## config.mk

```make
export PLATFORM = sky130hd
export DESIGN_NAME = sipo_frame_deserializer
export DESIGN_NICKNAME = d
export VERILOG_FILES = /design/src/rtl/sipo_frame_deserializer.sv
export SDC_FILE = /design/constraint.sdc
export NUM_CORES = 1
export LEC_CHECK = 0
export ABC_AREA = 1
export BUFFER_PORTS_ARGS = -buffer_cell sky130_fd_sc_hd__buf_2
export CAP_MARGIN = 30
export CORE_UTILIZATION = 62
export CTS_CLUSTER_DIAMETER = 30
export DETAILED_ROUTE_END_ITERATION = 10
export GPL_TIMING_DRIVEN = 1
export PLACE_DENSITY = 0.95
export SLEW_MARGIN = 20
export SYNTH_ARGS = -nofsm -noshare
export SYNTH_HDL_FRONTEND = slang
export SYNTH_SLANG_ARGS = --single-unit
```

## constraint.sdc

```tcl
create_clock -name clk -period 23.3 [get_ports clk]
set_input_delay 4.66 -clock clk [delete_from_list [all_inputs] [get_ports clk]]
set_output_delay 4.66 -clock clk [all_outputs]
set_load 0.02 [all_outputs]
```

## src/rtl/sipo_frame_deserializer.sv

```systemverilog
// sipo_frame_deserializer
//   Serial-to-parallel frame collector for the triangle-data input path.
//   Assembles FRAME_BITS qualified serial bits into a frame and hands it off
//   through a valid/ready holding register. The next frame keeps assembling
//   while the held frame waits. A frame that completes while the holding
//   register is still occupied is dropped and flagged.
//
//   Optional feature macro: PARITY_CHECK_EN
//     defined   : each frame carries one trailing even-parity bit (not stored);
//                 parity_err is registered alongside frame_out.
//     undefined : no parity bit; parity_err is tied to 0.
//
// Ports
//   clk          in   rising-edge clock
//   rst          in   asynchronous, active-high reset
//   bit_in       in   serial data bit
//   bit_valid    in   qualifies bit_in
//   frame_sync   in   synchronous restart, discards the partial frame
//   frame_out    out  held frame (FRAME_BITS)
//   frame_valid  out  frame_out holds an unconsumed frame
//   frame_ready  in   consumer accepts when frame_valid && frame_ready
//   frame_done   out  1-cycle pulse when a frame is loaded into frame_out
//   overrun      out  1-cycle pulse when a completed frame is dropped
//   bit_count    out  bits collected in the current partial frame (CNT_W)
//   parity_err   out  parity status of frame_out
module sipo_frame_deserializer #(
    parameter int unsigned FRAME_BITS = 144,
    parameter bit          LSB_FIRST  = 1'b1,
    parameter int unsigned CNT_W      = $clog2(FRAME_BITS + 1)
) (
    input  logic                  clk,
    input  logic                  rst,
    input  logic                  bit_in,
    input  logic                  bit_valid,
    input  logic                  frame_sync,
    output logic [FRAME_BITS-1:0] frame_out,
    output logic                  frame_valid,
    input  logic                  frame_ready,
    output logic                  frame_done,
    output logic                  overrun,
    output logic [CNT_W-1:0]      bit_count,
    output logic                  parity_err
);

`ifdef PARITY_CHECK_EN
    // The parity bit is the completing bit, one position past the data.
    localparam logic [CNT_W-1:0] LAST_IDX = CNT_W'(FRAME_BITS);
`else
    localparam logic [CNT_W-1:0] LAST_IDX = CNT_W'(FRAME_BITS - 1);
`endif

    logic [FRAME_BITS-1:0] shifter;
    logic [FRAME_BITS-1:0] shifted_c;
    logic [FRAME_BITS-1:0] frame_c;
    logic                  complete_c;
    logic                  accept_c;
    logic                  free_c;
`ifdef PARITY_CHECK_EN
    logic                  parity_c;
    logic                  parity_q;
`endif

    // Next shifter value, completion detect and holding-register availability.
    always_comb begin
        shifted_c  = shifter;
        if (LSB_FIRST) begin
            shifted_c = {bit_in, shifter[FRAME_BITS-1:1]};
        end else begin
            shifted_c = {shifter[FRAME_BITS-2:0], bit_in};
        end
        complete_c = bit_valid && !frame_sync && (bit_count == LAST_IDX);
        accept_c   = frame_valid && frame_ready;
        free_c     = !frame_valid || accept_c;
`ifdef PARITY_CHECK_EN
        // Data is already complete in the shifter; the incoming bit is parity.
        frame_c    = shifter;
        parity_c   = (^shifter) ^ bit_in;
`else
        // The completing bit is part of the frame.
        frame_c    = shifted_c;
`endif
    end

    // Shifter and bit counter; wraps to 0 on the completing bit so frames abut.
    always_ff @(posedge clk or posedge rst) begin
        if (rst) begin
            shifter   <= '0;
            bit_count <= '0;
        end else if (frame_sync) begin
            shifter   <= '0;
            bit_count <= '0;
        end else if (bit_valid) begin
            if (complete_c) begin
                shifter   <= '0;
                bit_count <= '0;
            end else begin
                shifter   <= shifted_c;
                bit_count <= bit_count + CNT_W'(1);
            end
        end
    end

    // Holding register with valid/ready handoff and overrun detection.
    always_ff @(posedge clk or posedge rst) begin
        if (rst) begin
            frame_out   <= '0;
            frame_valid <= 1'b0;
            frame_done  <= 1'b0;
            overrun     <= 1'b0;
`ifdef PARITY_CHECK_EN
            parity_q    <= 1'b0;
`endif
        end else begin
            frame_done <= 1'b0;
            overrun    <= 1'b0;
            if (complete_c && free_c) begin
                frame_out   <= frame_c;
                frame_valid <= 1'b1;
                frame_done  <= 1'b1;
`ifdef PARITY_CHECK_EN
                parity_q    <= parity_c;
`endif
            end else begin
                if (complete_c) begin
                    overrun <= 1'b1;
                end
                if (accept_c) begin
                    frame_valid <= 1'b0;
                end
            end
        end
    end

`ifdef PARITY_CHECK_EN
    assign parity_err = parity_q;
`else
    assign parity_err = 1'b0;
`endif

endmodule

```

==> out/qor.tcl <==
set qor(slowest_stage) {nand3_4}
set qor(multiInputGateArea_um2) 3920
set qor(clk-insertion-delay-late_ns) 0.55
set qor(clock_skew_ns) 0.0266
set qor(initialDrtViolationCount) 984
set qor(timing.critical_path.fanout_max) 75
set qor(layout.filler_cells) 1132
set qor(grt_pass1_vias) 9376
set qor(worstRegToRegCells) 8
set qor(power.ir.vdd_worst_mv) 0.0610
set qor(pre_cts_ws_ns) 16.01
set qor(critical_path_required_ns) 23.70
set qor(globalRouteOverflowTotal) 0
set qor(detailed_place_hpwl_mm) 15.1
set qor(design.portCount) 162
set qor(layout_common_cells) {nand2_1, dfrtp_1, buf_2, nand4_1, clkbuf_16}
set qor(antenna_viol_nets_final) 0
set qor(run_status) {finished clean}
set qor(avg_wl_per_cell_um) 16.6
set qor(yosys-top-cells-area) {dfrtp_1, nand2_1, nand4_1, clkbuf_1, buf_2}
set qor(initial_core_util_pct) 63.3
set qor(syn-instance-count) 1329
set qor(post_drt_via_cell_ratio) 5.82
set qor(unrepaired_setup_endpoints_after_global_routing) {false}
set qor(htreeDepth) 2
set qor(antenna-diode-count) 0
set qor(powerDensity_nw_per_um2) 88.3
set qor(critPathCaptureType) {register}
set qor(worst_slew_pin_slew_ns) 0.880
set qor(die_x_um) 140
set qor(yosys_warnings) 0
set qor(design.die.area_um2) 19700
set qor(cts.clk_slew.worst_paths_ns) 0.05
set qor(post-synth-top-area-fraction_pct) 62.8
set qor(cts_tree) {yes}
set qor(postLayoutCoreUtil_pct) 76.5
set qor(post-synth-top-area-cell) {dfrtp_1}
set qor(cts_buffer_count) 46
set qor(layout.cells.most_common) {nand2_1}
set qor(maxSlewViolCount) 0
set qor(num_rows) 50
set qor(worst_r2r_src) {bit_count[0]}
set qor(die-height_um) 140
set qor(final.period_utilization_pct) 29.3
set qor(finalHoldViolations) 0
set qor(critical_path_cell_by_cell) {buf_2 -> or2_4 -> nand3_4 -> buf_4 -> nand2_1 -> nand2_1}
set qor(grt_first_pass_wirelength_mm) 47.0
set qor(routed_wl_mm) 28.6
set qor(cts.sinks) 298
set qor(first_pass_iteration_count_of_the_detailed_router) 7
set qor(number_of_resized_instances_in_the_post_cts_repair_step) 0
set qor(synth.cell_area_um2) 11900
set qor(clock_path_buffers) 3
set qor(portbufs) 160
set qor(relative_area_change_from_synthesis_to_final_layout_pct) 20.8
set qor(seqCellArea_um2) 7460
set qor(flip_flop_and_latch_count_after_synthesis) 298
set qor(finish.net_count) 1462
set qor(antenna_found_initial) 0
set qor(syn_nets) 1336
set qor(synth_sequential_area_ratio_pct) 62.8
set qor(setup_viol) 0
set qor(max_freq_mhz) 146
set qor(worst_slack_ns) 16.47
set qor(hold_path_depth) 2
set qor(final_period_minus_worst_setup_slack_ns) 6.83
set qor(dr_vias) 10100
set qor(finalSetupTns_ns) 0
set qor(setup.worst_path.class) {input port to register}
set qor(worst_path_most_repeated_cell) {nand2_1}
set qor(maxCapViolCount) 0
set qor(startpoint_type) {input port}
set qor(static-leakage-power_nw) 8.47
set qor(postSynthAreaPerCell_um2) 8.94
set qor(total_power_mw) 1.27
set qor(largest_net_degree_at_the_start_of_global_routing) 149
set qor(crit_path_max_incr_delay_ns) 0.76
set qor(drt_drc_violations_left) 0
set qor(cts_root_buf) {clkbuf_16}
set qor(cts-hold-fix-buffers) 0
set qor(layout-drive-gt1-share_pct) 17.8
set qor(slew-limit-headroom_pct) 41.3
set qor(timing.rr.end) {shifter[49]}
set qor(min_to) {frame_out[56]}
set qor(global_route.usage.total_pct) 29.5
set qor(design.core.area_um2) 18800
set qor(hold_path_class) {register to register}
set qor(place_congestion) 0.810
set qor(synth.lib_cells_used.distinct) 18
set qor(crit_arrival_ns) 7.24
set qor(reg2reg_setup_slack_ns) 20.24
set qor(min-delay-start) {frame_out[56]}
set qor(post-cts-setup-buffers) 0
==> power breakdown <==
group / internal, mW / total (mW) / switching (mW)
logic: 0.00343 / 0.0231 / 0.0196
clock network: 0.474 / 0.724 / 0.250
registers: 0.519 / 0.519 / 0.000727
==> worst max-delay path by stage <==
stage | from | endpoint | slack, ns | cells past startpoint
floorplan | rst | bit_count[0] | 10.41 | 1
global placement | frame_ready | frame_out[92] | 16.11 | 6
detailed placement | frame_ready | frame_out[136] | 16.01 | 6
CTS | frame_ready | frame_out[4] | 16.53 | 6
global route | frame_ready | frame_out[4] | 16.31 | 6
finish | frame_ready | frame_out[4] | 16.47 | 6
==> stage by stage <==
step,instance area [um^2],std cells,hold WS (ns)
after global routing,14400,1726,0.482
after global placement,12600,1638,0.451
final,14400,1726,0.466
after floorplan,11900,1329,0.449
after detailed placement,12600,1639,0.453
after CTS,14300,1724,0.466
==> cell type report <==
| cell class | count | share of cell area (%) |
|---|---|---|
| inverters | 8 | 0.262 |
| clock buffers | 59 | 9.00 |
| repair buffers | 175 | 6.78 |
| multi-input cells | 926 | 27.3 |
| flip-flops and latches | 298 | 52.0 |
| well taps | 234 | 2.04 |
| clock inverters | 26 | 2.62 |
==> sequential cells by signal, summed over array words and instances (netlist names) <==
| name | cells |
|---|---|
| bit_count | 8 |
| frame_done | 1 |
| frame_out | 144 |
| frame_valid | 1 |
| overrun | 1 |
| shifter | 143 |
==> Yosys cell counts <==
master and number:
nand3_1 7, inv_1 7, conb_1 1, ha_1 1, buf_6 12, nor2_1 9, inv_2 1, nor2_2 3
nand2_1 753, nand3_2 1, clkbuf_1 52, buf_4 5, buf_2 28, xnor2_1 2, or2_2 2, dfrtp_1 298
nand4_1 144, o21ai_0 3
==> kinds of logic (layout without fill, tap and decap cells) <==
logic type | after synthesis | in the layout | synth area share [%]
adder cells (fa/ha/maj) | 1 | 1 | 0.105
buffers and inverters | 105 | 268 | 4.53
AND/OR/NAND/NOR | 919 | 919 | 32.3
flip-flops | 298 | 298 | 62.8
AO/OA/AOI/OAI | 3 | 3 | 0.126
XOR/XNOR | 2 | 2 | 0.147
other | 1 | 1 | 0.0316
==> worst max-delay path, delay by kind of cell <==
kind,cells,cell delay [ns]
buffers and inverters,2,0.71
and+or+nand+nor,4,1.69
==> per-layer routing <==
metal	vias up	track usage, %	share of wire (%)
met4	0	13.2	3.4
met2	504	47.8	50
li1	4520	-	-
met3	87	5.47	6.7
met5	-	0	0
met1	4940	39.3	40
Power figures use the tool's default switching activity.
